`src/rtl/mips_wb_pkg.sv`:
```
// Shared write-back types and constants for the MIPS register-file write port.
package mips_wb_pkg;

    localparam int REG_ADDR_W = 5;
    localparam int DATA_W     = 32;
    localparam logic [REG_ADDR_W-1:0] REG_ZERO = 5'd0;

    typedef struct packed {
        logic [REG_ADDR_W-1:0] regAddr;
        logic [DATA_W-1:0]     data;
    } wb_entry_t;

endpackage

```
`src/rtl/regfile_wb_ctrl_if.sv`:
```
// Write-back request channels (ALU and load), each a valid/ready handshake carrying {reg, data}.
interface regfile_wb_ctrl_if #(
    parameter int ADDR_W = mips_wb_pkg::REG_ADDR_W,
    parameter int DATA_W = mips_wb_pkg::DATA_W
);
    logic              alu_valid;
    logic              alu_ready;
    logic [ADDR_W-1:0] alu_reg;
    logic [DATA_W-1:0] alu_data;
    logic              ld_valid;
    logic              ld_ready;
    logic [ADDR_W-1:0] ld_reg;
    logic [DATA_W-1:0] ld_data;

    modport master (
        output alu_valid, alu_reg, alu_data, ld_valid, ld_reg, ld_data,
        input  alu_ready, ld_ready
    );

    modport slave (
        input  alu_valid, alu_reg, alu_data, ld_valid, ld_reg, ld_data,
        output alu_ready, ld_ready
    );
endinterface

```
`src/rtl/wb_fifo.sv`:
```
// In-order write-back FIFO; exposes every entry oldest-first for the pending-write scoreboard.
// Entry data taps are only built when WB_BYPASS_EN is defined.
module wb_fifo #(
    parameter int DEPTH  = 4,
    parameter int ADDR_W = 5,
    parameter int DATA_W = 32
) (
    input  logic                     clock,
    input  logic                     reset_n,
    input  logic                     push,
    input  logic [ADDR_W-1:0]        pushReg,
    input  logic [DATA_W-1:0]        pushData,
    input  logic                     pop,
    output logic [ADDR_W-1:0]        headReg,
    output logic [DATA_W-1:0]        headData,
    output logic [$clog2(DEPTH):0]   count,
    output logic [DEPTH-1:0]         tagValid,
    output logic [ADDR_W-1:0]        tagReg [DEPTH],
`ifdef WB_BYPASS_EN
    output logic [DATA_W-1:0]        tagData [DEPTH],
`endif
    output logic                     full
);
    import mips_wb_pkg::*;

    localparam int PTR_W = $clog2(DEPTH);
    localparam int CNT_W = PTR_W + 1;

    logic [ADDR_W-1:0] regMem  [DEPTH];
    logic [DATA_W-1:0] dataMem [DEPTH];
    logic [PTR_W-1:0]  wrPtr;
    logic [PTR_W-1:0]  rdPtr;

    assign full     = (count == CNT_W'(DEPTH));
    assign headReg  = regMem[rdPtr];
    assign headData = dataMem[rdPtr];

    // Storage carries no reset; occupancy is tracked solely by the pointers and count.
    always_ff @(posedge clock) begin
        if (push) begin
            regMem[wrPtr]  <= pushReg;
            dataMem[wrPtr] <= pushData;
        end
    end

    always_ff @(posedge clock or negedge reset_n) begin
        if (!reset_n) begin
            wrPtr <= '0;
            rdPtr <= '0;
            count <= '0;
        end else begin
            if (push) wrPtr <= wrPtr + 1'b1;
            if (pop)  rdPtr <= rdPtr + 1'b1;
            case ({push, pop})
                2'b10:   count <= count + 1'b1;
                2'b01:   count <= count - 1'b1;
                default: count <= count;
            endcase
        end
    end

    // Tag i is the i-th oldest entry, so index 0 is the next to drain.
    for (genvar i = 0; i < DEPTH; i++) begin : g_tag
        logic [PTR_W-1:0] idx;
        assign idx         = rdPtr + PTR_W'(i);
        assign tagValid[i] = (CNT_W'(i) < count);
        assign tagReg[i]   = regMem[idx];
`ifdef WB_BYPASS_EN
        assign tagData[i]  = dataMem[idx];
`endif
    end

endmodule

```
`src/rtl/regfile_wb_ctrl.sv`:
```
// Register-file write-back controller: load/ALU arbiter, in-order FIFO, registered write port,
// RAW scoreboard and, when WB_BYPASS_EN is defined, youngest-match forwarding of pending data.
module regfile_wb_ctrl #(
    parameter int DEPTH  = 4,
    parameter int DATA_W = mips_wb_pkg::DATA_W,
    parameter int ADDR_W = mips_wb_pkg::REG_ADDR_W
) (
    input  logic                   clock,
    input  logic                   reset_n,
    regfile_wb_ctrl_if.slave       wbIf,
    input  logic [ADDR_W-1:0]      query_reg,
    output logic                   query_busy,
    output logic [$clog2(DEPTH):0] fifo_count,
    output logic                   byp_hit,
    output logic [DATA_W-1:0]      byp_data,
    output logic [ADDR_W-1:0]      WriteRegister,
    output logic [DATA_W-1:0]      WriteData_reg,
    output logic                   RegWrite
);
    import mips_wb_pkg::*;

    logic              full;
    logic              ldTake;
    logic              aluTake;
    logic              push;
    logic              pop;
    logic [ADDR_W-1:0] pushReg;
    logic [DATA_W-1:0] pushData;
    logic [ADDR_W-1:0] headReg;
    logic [DATA_W-1:0] headData;
    logic [DEPTH-1:0]  tagValid;
    logic [ADDR_W-1:0] tagReg [DEPTH];
`ifdef WB_BYPASS_EN
    logic [DATA_W-1:0] tagData [DEPTH];
`endif

    // Readies ignore a same-cycle drain when full: simpler timing, one cycle of lost throughput.
    assign wbIf.ld_ready  = !full;
    assign wbIf.alu_ready = !full && !wbIf.ld_valid;

    assign ldTake   = wbIf.ld_valid && !full;
    assign aluTake  = wbIf.alu_valid && !wbIf.ld_valid && !full;
    assign pushReg  = ldTake ? wbIf.ld_reg  : wbIf.alu_reg;
    assign pushData = ldTake ? wbIf.ld_data : wbIf.alu_data;
    assign push     = (ldTake || aluTake) && (pushReg != REG_ZERO);
    assign pop      = (fifo_count != '0);

    wb_fifo #(
        .DEPTH  (DEPTH),
        .ADDR_W (ADDR_W),
        .DATA_W (DATA_W)
    ) u_fifo (
        .clock    (clock),
        .reset_n  (reset_n),
        .push     (push),
        .pushReg  (pushReg),
        .pushData (pushData),
        .pop      (pop),
        .headReg  (headReg),
        .headData (headData),
        .count    (fifo_count),
        .tagValid (tagValid),
        .tagReg   (tagReg),
`ifdef WB_BYPASS_EN
        .tagData  (tagData),
`endif
        .full     (full)
    );

    always_ff @(posedge clock or negedge reset_n) begin
        if (!reset_n) begin
            RegWrite      <= 1'b0;
            WriteRegister <= '0;
            WriteData_reg <= '0;
        end else begin
            RegWrite <= pop;
            if (pop) begin
                WriteRegister <= headReg;
                WriteData_reg <= headData;
            end
        end
    end

    always_comb begin
        logic hit;
        hit = RegWrite && (WriteRegister == query_reg);
        for (int i = 0; i < DEPTH; i++) begin
            hit = hit || (tagValid[i] && (tagReg[i] == query_reg));
        end
        query_busy = hit && (query_reg != REG_ZERO);
    end

`ifdef WB_BYPASS_EN
    // Search oldest to youngest so the last match (youngest) wins.
    always_comb begin
        byp_hit  = query_busy;
        byp_data = '0;
        if (RegWrite && (WriteRegister == query_reg)) byp_data = WriteData_reg;
        for (int i = 0; i < DEPTH; i++) begin
            if (tagValid[i] && (tagReg[i] == query_reg)) byp_data = tagData[i];
        end
        if (!query_busy) byp_data = '0;
    end
`else
    assign byp_hit  = 1'b0;
    assign byp_data = '0;
`endif

endmodule
```
`src/flat_wrapper.sv`:
```
// flat-port wrapper written by rule: the top's interface ports become plain ports
module regfile_wb_ctrl_flat import mips_wb_pkg::*;
#(
    parameter int DEPTH  = 4,
    parameter int DATA_W = mips_wb_pkg::DATA_W,
    parameter int ADDR_W = mips_wb_pkg::REG_ADDR_W
)
  (clock, reset_n, query_reg, query_busy, fifo_count, byp_hit, byp_data, WriteRegister, WriteData_reg, RegWrite, wbIf_alu_valid, wbIf_alu_reg, wbIf_alu_data, wbIf_ld_valid, wbIf_ld_reg, wbIf_ld_data, wbIf_alu_ready, wbIf_ld_ready);
  regfile_wb_ctrl_if #(.ADDR_W(ADDR_W), .DATA_W(DATA_W)) wbIf_i ();
  input  logic clock;
  input  logic reset_n;
  input  logic [ADDR_W-1:0] query_reg;
  output logic query_busy;
  output logic [$clog2(DEPTH):0] fifo_count;
  output logic byp_hit;
  output logic [DATA_W-1:0] byp_data;
  output logic [ADDR_W-1:0] WriteRegister;
  output logic [DATA_W-1:0] WriteData_reg;
  output logic RegWrite;
  input wire logic [$bits(wbIf_i.alu_valid)-1:0] wbIf_alu_valid;
  input wire logic [$bits(wbIf_i.alu_reg)-1:0] wbIf_alu_reg;
  input wire logic [$bits(wbIf_i.alu_data)-1:0] wbIf_alu_data;
  input wire logic [$bits(wbIf_i.ld_valid)-1:0] wbIf_ld_valid;
  input wire logic [$bits(wbIf_i.ld_reg)-1:0] wbIf_ld_reg;
  input wire logic [$bits(wbIf_i.ld_data)-1:0] wbIf_ld_data;
  output wire logic [$bits(wbIf_i.alu_ready)-1:0] wbIf_alu_ready;
  output wire logic [$bits(wbIf_i.ld_ready)-1:0] wbIf_ld_ready;
  assign wbIf_i.alu_valid = wbIf_alu_valid;
  assign wbIf_i.alu_reg = wbIf_alu_reg;
  assign wbIf_i.alu_data = wbIf_alu_data;
  assign wbIf_i.ld_valid = wbIf_ld_valid;
  assign wbIf_i.ld_reg = wbIf_ld_reg;
  assign wbIf_i.ld_data = wbIf_ld_data;
  assign wbIf_alu_ready = wbIf_i.alu_ready;
  assign wbIf_ld_ready = wbIf_i.ld_ready;
  regfile_wb_ctrl #(.DEPTH(DEPTH), .DATA_W(DATA_W), .ADDR_W(ADDR_W)) u_core (.clock(clock), .reset_n(reset_n), .wbIf(wbIf_i), .query_reg(query_reg), .query_busy(query_busy), .fifo_count(fifo_count), .byp_hit(byp_hit), .byp_data(byp_data), .WriteRegister(WriteRegister), .WriteData_reg(WriteData_reg), .RegWrite(RegWrite));
endmodule
```
`config.mk`:
```
export PLATFORM = sky130hd
export DESIGN_NAME = regfile_wb_ctrl_flat
export DESIGN_NICKNAME = d
export VERILOG_FILES = /design/src/rtl/mips_wb_pkg.sv /design/src/rtl/regfile_wb_ctrl_if.sv /design/src/rtl/wb_fifo.sv /design/src/rtl/regfile_wb_ctrl.sv /design/src/flat_wrapper.sv
export SDC_FILE = /design/constraint.sdc
export NUM_CORES = 1
export LEC_CHECK = 0
export BUFFER_PORTS_ARGS = -buffer_cell sky130_fd_sc_hd__clkbuf_2
export CORE_MARGIN = 2
export CORE_UTILIZATION = 40
export CTS_BUF_LIST = sky130_fd_sc_hd__clkbuf_8 sky130_fd_sc_hd__clkbuf_16
export CTS_CLUSTER_SIZE = 40
export DETAILED_ROUTE_END_ITERATION = 12
export PLACE_DENSITY_LB_ADDON = 0.25
export REMOVE_ABC_BUFFERS = 1
export SYNTH_ARGS = -nofsm -noshare
export SYNTH_HDL_FRONTEND = slang
export SYNTH_SLANG_ARGS = --single-unit
```
`constraint.sdc`:
```
create_clock -name clock -period 4.14 [get_ports clock]
set_input_delay 0.414 -clock clock [delete_from_list [all_inputs] [get_ports clock]]
set_output_delay 0.414 -clock clock [all_outputs]
set_load 0.01 [all_outputs]
```
# Word-level counts from Yosys, hierarchy flattened
# Memory sizes are Yosys's and may differ from the RTL's. A register that Yosys moved wholly into a read port is not among the register bits.
# Index checks and enable logic that the tools add are counted.
[word_totals]
register_bits = 13
latch_bits = 0
ramBits = 148
romBits = 0
input_bits = 83
wordCells = 53
n_memories = 2
[classes]
n_addsub = 6
n_mul = 0
div_mod_pow = 0
n_lt_le_gt_ge = 4
eq_ne = 8
shifts = 0
n_mux = 5
bitwise_logic = 0
n_reduce_logical = 23
[mem_list]
columns = ["memory", "words", "word_bits", "read_ports", "rd_clocked_by_memory_dff", "write_ports", "line", "text"]
rows = [
  ["u_core.u_fifo.dataMem", 4, 32, 1, 1, 1, "wb_fifo.sv:30", "logic [DATA_W-1:0] dataMem [DEPTH];"],
  ["u_core.u_fifo.regMem", 4, 5, 4, 0, 1, "wb_fifo.sv:29", "logic [ADDR_W-1:0] regMem [DEPTH];"],
]
[ops]
columns = ["op", "n"]
rows = [
  ["32-bit 2-to-1 mux", 1],
  ["5-bit equality test", 5],
  ["1-bit logical AND", 11],
  ["5-bit nonzero test", 2],
  ["1-bit by 3-bit less-than comparator with 1-bit output (first input constant)", 2],
  ["2-bit by 3-bit less-than comparator with 1-bit output (first input constant)", 2],
  ["3-bit case mux with 2 select lines", 1],
  ["1-bit logical OR", 5],
  ["5-bit 2-to-1 mux", 1],
  ["2-bit by 1-bit adder with 2-bit output (second input constant)", 2],
  ["2-bit adder (second input constant)", 2],
  ["3-bit by 1-bit adder with 3-bit output (second input constant)", 1],
  ["3-bit equality test (second input constant)", 1],
  ["1-bit zero test", 3],
  ["3-bit nonzero test", 1],
  ["3-bit by 1-bit subtractor with 3-bit output (second input constant)", 1],
  ["2-bit by 1-bit equality test with 1-bit output (second input constant)", 1],
  ["2-bit equality test (second input constant)", 1],
  ["1-bit 2-to-1 mux", 2],
  ["2-bit nonzero test", 1],
]

# Depth between registers and ports, before layout
# Gate-level depths: netlist of the first run.
[logic_depth]
word_depth = 8
mapped_depth = 13
ltp_nobuf = 12

# By module
# A second synthesis of the first run with hierarchy kept.
[unflattened]
cells_unflattened = 470
hier_area_um2 = 8730.9
[modules_own_cells]
columns = ["mod", "n_inst", "cells_each", "area_each_um2", "seq_area_each_um2"]
rows = [
  ["wb_fifo", 1, 261, 6249.7, 4619.4],
  ["regfile_wb_ctrl", 1, 209, 2481.1, 950.9],
]

# Worst setup path before layout of the first run
# Ideal clock, no wire load.
[synth_path]
kind = "register to register"
from = "register u_core.u_fifo.count[0]"
to = "memory u_core.u_fifo.dataMem[0][0] (enable)"
setup_ns = 0.398
t_arrival_ns = 2.633
t_required_ns = 3.742
path_slack_ns = 1.110
path_stages_with_launch = 10
path_buffers = 1
synth_period_minus_slack_ns = 3.030
path_cell_list = "dfrtp_1 -> inv_1 -> ha_1 -> nand2_1 -> and2_1 -> buf_4 -> nand2_1 -> o41ai_1 -> a31oi_2 -> and2_1"
[synth_via]
elab_chain_cells = 8
word_cells_on_any_way = 10
classes_between = "eq/ne (1); mux (3); reduce/logical (6)"
[synth_rtl]
columns = ["item", "line", "text"]
rows = [
  ["from (decl)", "wb_fifo.sv:16", "output logic [$clog2(DEPTH):0] count,"],
  ["from (signal assigned)", "wb_fifo.sv:55", "2'b10: count <= count + 1'b1;"],
  ["from (signal assigned)", "wb_fifo.sv:56", "2'b01: count <= count - 1'b1;"],
  ["from (signal assigned)", "wb_fifo.sv:57", "default: count <= count;"],
  ["3-bit equality test *", "wb_fifo.sv:34", "assign full = (count == CNT_W'(DEPTH));"],
  ["1-bit zero test *", "--", ""],
  ["net wbIf_ld_ready", "flat_wrapper.sv:27", "output wire logic [$bits(wbIf_i.ld_ready)-1:0] wbIf_ld_ready;"],
  ["1-bit logical AND", "regfile_wb_ctrl.sv:41", "assign ldTake = wbIf.ld_valid && !full;"],
  ["5-bit 2-to-1 mux", "regfile_wb_ctrl.sv:43", "assign pushReg = ldTake ? wbIf.ld_reg : wbIf.alu_reg;"],
  ["5-bit nonzero test", "regfile_wb_ctrl.sv:45", "assign push = (ldTake || aluTake) && (pushReg != REG_ZERO);"],
  ["1-bit logical AND *", "regfile_wb_ctrl.sv:45", ""],
  ["1-bit 2-to-1 mux *", "wb_fifo.sv:40", "if (push) begin"],
  ["1-bit 2-to-1 mux (not written as such) *", "wb_fifo.sv:42", "dataMem[wrPtr] <= pushData;"],
  ["to (decl)", "wb_fifo.sv:30", ""],
]
# Mark *: on every way through the listed nets, which the timed path passes. The rest lies on a longest branch.

# Worst setup path in the final report of the first run
[layout_path]
from = "register u_core.u_fifo.count[0]"
to = "memory u_core.u_fifo.dataMem[3][7] (enable)"
[layout_via]
elab_chain_cells = 8
word_cells_on_any_way = 10
classes_between = "eq/ne (1); mux (3); reduce/logical (6)"
[layout_rtl]
columns = ["item", "line"]
rows = [
  ["3-bit equality test *", "wb_fifo.sv:34"],
  ["1-bit zero test *", "regfile_wb_ctrl.sv:41, regfile_wb_ctrl.sv:42"],
  ["1-bit logical AND", "regfile_wb_ctrl.sv:41"],
  ["5-bit 2-to-1 mux", "regfile_wb_ctrl.sv:43"],
  ["5-bit nonzero test", "regfile_wb_ctrl.sv:45"],
  ["1-bit logical AND *", "regfile_wb_ctrl.sv:45"],
  ["1-bit 2-to-1 mux *", "wb_fifo.sv:40"],
  ["1-bit 2-to-1 mux (not written as such) *", "wb_fifo.sv:42"],
]
# Every way passes the cells marked *; elsewhere a longest branch is shown, timed or not.

==> metrics.md, run 1 <==
| Metric | Value |
|---|---|
| Status | completed |
| # port buffers | 126 |
| DRT iter0 DRCs | 211 |
| Maximum VDD drop | 0.000334 V |
| Clk_lat worst skew | 0.43 ns |
| Synthesis warning total | 0 |
| Post-route insts no fill | 877 |
| Max-cap violation count | 0 |
| Clock Skew | 0.0157 ns |
| Largest net degree at the start of global routing | 38 |
| # clock sinks | 193 |
| Fill count | 1,832 |
| Die area | 22,800 sq um |
| WL/cell | 19.0 um |
| Initial Utilization | 40.9% |
| Sequential-to-total area share from yosys stat | 64.4% |
| Die width | 151 um |
| Top-area cell type share of the netlist area | 51.4% |
| Vias in the first global route | 4,545 |
| Max-slew headroom | 42.3% |
| Max reg flops | 128 |
| First-pass GRT wire length | 25.4 mm |
| Core ar. | 21,200 sq um |
| Drt pass-1 iters | 4 |
| Worst Hold Class | input port to asynchronous set/reset pin |
| Reg-to-reg setup timing slack | 0.95 ns |
| Tightest Pin Transition | 0.865 ns |
| Minimum clock period | 3.19 ns |
| Syn_area_per_cell | 18.8 sq um |
| Startpoint Class | register |
| Total Routing Usage GR | 15.2% |
| Setup tns final | 0 ns |
| Number of CTS-inserted buffers | 17 |
| Final ANT Viol Nets | 0 |
| Vias per inst | 4.99 |
| Synthesized flop and latch total | 193 |
| RePlAce Congestion | 0.752 |
| WL final | 16.6 mm |
| Diode count | 0 |
| CTS max path bufs | 2 |
| Worst-path clk slew | 0.08 ns |
| Area growth, synth to finish | 16.0% |
| Congestion Overflow GR | 0 |
| Clock root cell | clkbuf_16 |
| Crit. End Element | register |
| Die Ht | 151 um |
| Leading area contributor after synthesis | edfxtp_1 |
| Fmax | 0.314 GHz |
| # DRC | 0 |
| Period utilization | 77.0% |
| Unique masters post-synth | 32 |
| TritonCTS clock tree | yes |
| CTS resizes | 0 |
| DP Cell Count | 845 |
| Worst Path Arrival | 3.26 ns |
| Leakage | 3.80 nW |
| # H-tree levels | 4 |
| Share of cells above drive strength 1 | 49.7% |
| Mapped cell area | 8650 sq um |
| Initial antenna violation count | 0 |
| Final nets | 681 |
| Critical path data required time | 4.21 ns |
| Unrepaired setup endpoints after global routing | no |
| IO Pins | 160 |
| DR vias | 4,372 |
| P per Cell Area | 763 nW/um^2 |
| Final Hold Vio Count | 0 |
| Worst setup path class | register to register |
| Worst-path maximum fanout | 29 |
| Final Setup Violations | 0 |
| Setup bufs post-CTS | 0 |
| Cts hold-fix bufs | 0 |
| Row cnt | 53 |
| Synth area leaders | edfxtp_1, dfrtp_1, mux4_2, mux2_2, buf_4 |
| Slew Limit Fails | 0 |
| Post-DP HPWL | 11.2 mm |
| Syn Inst Count | 461 |
logic make-up after synthesis:
logic type,count (synthesis),share of synthesized area (%)
other cells,1,0.0434
flops,193,64.4
buf+inv,66,5.15
simple gates,22,1.53
mux,128,23.6
xor+xnor,31,3.14
compound gates,11,0.854
fa+ha+maj,9,1.30
metal layers:
layer | vias up | global-route usage (%) | routed length, um
met5 | - | 0 | 0
li1 | 1989 | - | -
met2 | 156 | 25.8 | 8360
met3 | 7 | 3.55 | 889
met4 | 0 | 3.36 | 101
met1 | 2220 | 20.2 | 7300
critical path: stages (launching register included):
cell,delay [ns]
dfrtp_1,0.50
inv_1,0.13
ha_1,0.26
nand2_1,0.11
and2_2,0.46
mux2i_1,0.18
a31oi_2,0.37
and2_2,0.35
buf_4,0.46
cell usage in the layout (no fill, tap or decap), types with 4 or more instances in the layout:
master,n
nand3_1,4
mux2_2,73
clkbuf_2,126
clkbuf_16,17
inv_6,5
buf_4,10
mux4_1,4
o21ai_0,4
xnor2_1,14
and2_2,5
edfxtp_1,148
nand2_1,4
ha_1,9
mux4_2,48
conb_1,33
xor2_1,17
inv_1,8
dfrtp_1,43
Yosys cell counts (all sizes together):
master,count
conb,1
nor3,1
o21ai,4
nand4,1
mux2,73
and2,5
ha,9
nand3,4
mux4,52
mux2i,3
o311ai,1
o22a,1
nand2,4
xor2,17
edfxtp,148
a21oi,3
nand2b,1
buf,52
nor2,1
or4,1
nor4,4
clkbuf,7
o41ai,1
inv,7
dfrtp,45
a31oi,1
xnor2,14
per-stage QoR:
| stage | util [%] | setup slack, ns | power, mW | hold slack, ns | cell area [sq um] |
|---|---|---|---|---|---|
| CTS | 47.4 | 0.870 | 7.78 | 0.104 | 10000 |
| finish | 47.4 | 0.951 | 7.65 | 0.0871 | 10000 |
| global route | 47.4 | 0.706 | 8.12 | 0.133 | 10000 |
| floorplan | - | 0.261 | 5.18 | 0.118 | 8350 |
| detailed placement | 44.5 | 0.895 | 6.06 | 0.499 | 9410 |
| global placement | 44.5 | 1.04 | 5.99 | 0.489 | 9410 |
final cells by class:
class                      count  area, sq um  area share (%)
clock inverter                15          196            1.96
timing repair buffer         136          706            7.03
clock buffer                  17          425            4.24
inverter                       7         26.3           0.262
multi-input combinational    234         2760            27.5
tap                          275          344            3.43
sequential                   193         5580            55.6
power breakdown:
| group | switching, mW | leakage (nW) | total, mW | internal (mW) |
|---|---|---|---|---|
| Combinational | 1.31 | 1.60 | 2.68 | 1.37 |
| Clock | 0.773 | 0.307 | 1.70 | 0.924 |
| Sequential | 0.373 | 1.89 | 3.28 | 2.90 |
worst paths after layout:
check,start,to,cells past startpoint
worst min-delay path,reset_n,u_core.u_fifo.count[0]$_DFFE_PN0P_,1
min in group clock,wbIf_alu_data[31],u_core.u_fifo.dataMem[3][31]$_DFFE_PP_,2
worst max register to register,u_core.u_fifo.count[0]$_DFFE_PN0P_,u_core.u_fifo.dataMem[3][7]$_DFFE_PP_,8
worst min register to register,u_core.WriteData_reg[26]$_DFFE_PN0P_,u_core.WriteData_reg[26]$_DFFE_PN0P_,1
worst max-delay path,u_core.u_fifo.count[0]$_DFFE_PN0P_,u_core.u_fifo.dataMem[3][7]$_DFFE_PP_,8
max in group asynchronous,reset_n,u_core.WriteData_reg[6]$_DFFE_PN0P_,2
Power figures use the tool's default switching activity.
==> inputs of run 2 (changes only) <==
ABC_AREA = 1   (was default)
clock period = 3.35 ns   (was 4.14 ns; I/O delays follow)
==> run 2 against run 1 <==
Compared with the run above: count of clock-buffer cells in the layout unchanged; register-to-register slack worse by 0.35 ns; final area increased by 2.0%; worst setup slack got worse by 0.48 ns; synthesized cell count up 76%; hold slack got worse by 0.086 ns; cell count grew 40%; sequential cell count unchanged; global-route usage up 2.2 points; utilization is 0.25 points lower; routed wire length up 19%; highest routed layer unchanged.
==> metrics.md, run 2 <==
| Metric | Value |
|---|---|
| IO Pins | 160 (unchanged) |
| Share of cells above drive strength 1 | 23.4% (was 49.7%) |
| Worst-path clk slew | 0.08 ns (about the same) |
| First-pass GRT wire length | 31.3 mm (was 25.4 mm) |
| Synthesized flop and latch total | 193 (unchanged) |
| CTS resizes | 0 (unchanged) |
| Setup tns final | 0 ns (unchanged) |
| Minimum clock period | 2.88 ns |
| # clock sinks | 193 (unchanged) |
| Worst setup path class | register to primary output (was register to register) |
| Seq pwr share | 40.3% (was 42.8%) |
| Synth async-reset ratio | 23.3% (unchanged) |
| Syn_area_per_cell | 10.8 sq um (was 18.8 sq um) |
| Mux contribution to synthesized area | 4.11% (was 23.6%) |
| Die width | 152 um (was 151 um) |
| Leading area contributor after synthesis | edfxtp_1 (unchanged) |
| Synthesis warning total | 0 (unchanged) |
| Max-slew headroom | 35.4% (was 42.3%) |
| Period utilization | 85.9% |
| Largest net degree at the start of global routing | 38 (unchanged) |
| Startpoint Class | register (unchanged) |
| XOR/XNOR Fraction of Synth Area | 0.785% (was 3.14%) |
| Clock root cell | clkbuf_16 (unchanged) |
| CTS max path bufs | 2 (unchanged) |
| Initial Utilization | 40.4% (was 40.9%) |
| Sequential-to-total area share from yosys stat | 63.6% (was 64.4%) |
| # H-tree levels | 4 (unchanged) |
| R2R depth | 14 (was 8) |
| Mapped cell area | 8760 sq um (was 8650 sq um) |
| Launching point of the worst reg2reg path | u_core.u_fifo.count[0]$_DFFE_PN0P_ (unchanged) |
| Number of CTS-inserted buffers | 17 (unchanged) |
| Adder-cell share of the synthesized area | 1.29% (was 1.30%) |
| Row cnt | 54 (was 53) |
| Reg-to-reg setup timing slack | 0.60 ns (was 0.95 ns) |
| Internal power | 5.87 mW (was 5.20 mW) |
| Clock Skew | 0.0205 ns (was 0.0157 ns) |
| Vias per inst | 4.88 (was 4.99) |
| Final nets | 1,028 (was 681) |
| TritonCTS clock tree | yes (unchanged) |
| Syn Inst Count | 810 (was 461) |
| WL/cell | 16.1 um (was 19.0 um) |
| Drt pass-1 iters | 4 (unchanged) |
| Simple-gate portion of the synthesized area | 18.7% (was 1.53%) |
| Total Routing Usage GR | 17.4% (was 15.2%) |
| DP Area | 9630 sq um (was 9410 sq um) |
| Compound-cell area share of the yosys netlist | 4.98% (was 0.854%) |
| Tightest Pin Transition | 0.968 ns (was 0.865 ns) |
| Synth cell count leaders | nand2_1, edfxtp_1, nand3_1, dfrtp_1, nor2_1 (was edfxtp_1, mux2_2, mux4_2, dfrtp_1, buf_4) |
| Largest family of logic cells by synthesized area | simple AND/OR/NAND/NOR gates (was multiplexers) |
| Vias in the first global route | 5,699 (was 4,545) |
| Setup bufs post-CTS | 0 (unchanged) |
| Leakage | 4.37 nW (was 3.80 nW) |
| Worst Hold Class | input port to asynchronous set/reset pin (unchanged) |
| Max reg flops | 128 (unchanged) |
| P per Cell Area | 953 nW/um^2 (was 763 nW/um^2) |
| Critical path data required time | 3.01 ns (was 4.21 ns) |
| Die Ht | 152 um (was 151 um) |
| Worst reg2reg endpoint | u_core.u_fifo.count[2]$_DFFE_PN0P_ (was u_core.u_fifo.dataMem[3][7]$_DFFE_PP_) |
| Sw Pwr | 3.89 mW (was 2.45 mW) |
| Final cell area excluding filler cells | 10,200 sq um (was 10,000 sq um) |
| Slew Limit Fails | 0 (unchanged) |
| Commonest non-fill, non-tap cell in the layout | nand2_1 (was edfxtp_1) |
| Core ar. | 21,700 sq um (was 21,200 sq um) |
| Most frequent cells in the layout | nand2_1, edfxtp_1, clkbuf_2, nand3_1, dfrtp_1 (was edfxtp_1, clkbuf_2, mux2_2, mux4_2, dfrtp_1) |
| Post-synth EDFFs | 148 (unchanged) |
| Switching Share | 39.8% (was 32.1%) |
| Setup crit start | u_core.u_fifo.rdPtr[1]$_DFFE_PN0P_ (was u_core.u_fifo.count[0]$_DFFE_PN0P_) |
| Final ANT Viol Nets | 0 (unchanged) |
| Initial antenna violation count | 0 (unchanged) |
| # DRC | 0 (unchanged) |
| Area growth, synth to finish | 16.8% (was 16.0%) |
| Comb power frac | 38.9% (was 35.0%) |
| # port buffers | 126 (unchanged) |
| Unrepaired setup endpoints after global routing | no (unchanged) |
| RePlAce Congestion | 0.832 (was 0.752) |
| Setup crit end | query_busy (was u_core.u_fifo.dataMem[3][7]$_DFFE_PP_) |
| Clk_lat worst skew | 0.44 ns (was 0.43 ns) |
| Status | completed (unchanged) |
| Maximum VDD drop | 0.000426 V (was 0.000334 V) |
| DRT iter0 DRCs | 375 (was 211) |
| Max-cap violation count | 0 (unchanged) |
| Cell with the most instances after synthesis | nand2_1 (was edfxtp_1) |
| Synth area leaders | edfxtp_1, dfrtp_1, nand2_1, mux2_2, buf_4 (was edfxtp_1, dfrtp_1, mux4_2, mux2_2, buf_4) |
| Crit. End Element | primary output (was register) |
| Diode count | 0 (unchanged) |
| Final Hold Vio Count | 0 (unchanged) |
| DR vias | 5,997 (was 4,372) |
| Cts hold-fix bufs | 0 (unchanged) |
| WL final | 19.8 mm (was 16.6 mm) |
| Top_reg_cell synth | edfxtp_1 (unchanged) |
| Top-area cell type share of the netlist area | 50.7% (was 51.4%) |
| Congestion Overflow GR | 0 (unchanged) |
| Final Setup Violations | 0 (unchanged) |
| Fmax | 0.347 GHz |
| Clock group share of total power | 20.8% (was 22.2%) |
| Final core occ | 47.2% (was 47.4%) |
| Unique masters post-synth | 37 (was 32) |
| Post-DP HPWL | 13.3 mm (was 11.2 mm) |
| Total chip power | 9.76 mW (was 7.65 mW) |
| Worst-path maximum fanout | 14 (was 29) |
| Worst Path Arrival | 2.54 ns (was 3.26 ns) |
| Die area | 23,100 sq um (was 22,800 sq um) |
run 2: metal layers:
layer | track usage (%) | up-vias | share of wire (%)
met1 | 23.2 | 2864 | 46
met3 | 3.65 | 9 | 4.1
li1 | - | 2950 | -
met2 | 29.4 | 174 | 50
met5 | 0 | - | 0
met4 | 4.18 | 0 | 0.70
run 2: layout make-up:
class	count	area (sq um)
flip-flops and latches	193	5570
clock buffers	17	425
clock inverters	15	180
repair buffers	143	796
fillers	1975	11500
multi-input cells	544	2770
inverters	37	139
well taps	280	350
run 2: cell families after synthesis:
family                     after synthesis
muxes                                   32
xor gates and xnor gates                 7
DFF                                    193
AOI/OAI and AO/OA                       61
buffers and inverters                  105
and+or+nand+nor                        402
adders and majority gates                9
other                                    1
run 2: per-stage QoR:
| stage | cells | setup WS [ns] | hold WS, ns |
|---|---|---|---|
| after floorplan | 774 | -0.347 | 0.0394 |
| after global placement | 1197 | 0.679 | 0.464 |
| after detailed placement | 1197 | 0.607 | 0.468 |
| after CTS | 1229 | 0.444 | 0.0504 |
| after global routing | 1229 | 0.194 | 0.0637 |
| final | 1229 | 0.472 | 0.00133 |
run 2: critical path, stage by stage (launching register included):
cell and delay, ns:
dfrtp_1 0.64, inv_2 0.21, nand2_1 0.12, nand2_1 0.23, nand2_1 0.16, nand2_1 0.06
nand2_1 0.05, nand2_1 0.05, nor2_1 0.12, nand3_1 0.08, nand2_1 0.06, nand2_1 0.05
a21oi_2 0.13, clkbuf_2 0.14
run 2: power by group through the flow:
stage	clock, mW	sequential (mW)	combinational [mW]
2_1_floorplan	0	4.09	2.25
3_3_place_gp	0	3.97	3.80
5_1_grt	2.17	4.02	4.29
4_1_cts	2.06	3.94	3.87
6_report	2.03	3.93	3.79
3_5_place_dp	0	3.99	3.84
run 2: worst min path at each step:
stage	from	endpoint	slack [ns]	cells past startpoint
2_1_floorplan	reset_n	u_core.RegWrite$_DFF_PN0_	0.04	0
3_3_place_gp	u_core.WriteData_reg[24]$_DFFE_PN0P_	u_core.WriteData_reg[24]$_DFFE_PN0P_	0.46	2
3_5_place_dp	u_core.WriteData_reg[13]$_DFFE_PN0P_	u_core.WriteData_reg[13]$_DFFE_PN0P_	0.47	2
4_1_cts	reset_n	u_core.WriteRegister[0]$_DFFE_PN0P_	0.05	1
5_1_grt	reset_n	u_core.WriteRegister[0]$_DFFE_PN0P_	0.06	1
6_report	reset_n	u_core.WriteRegister[0]$_DFFE_PN0P_	0.001	1
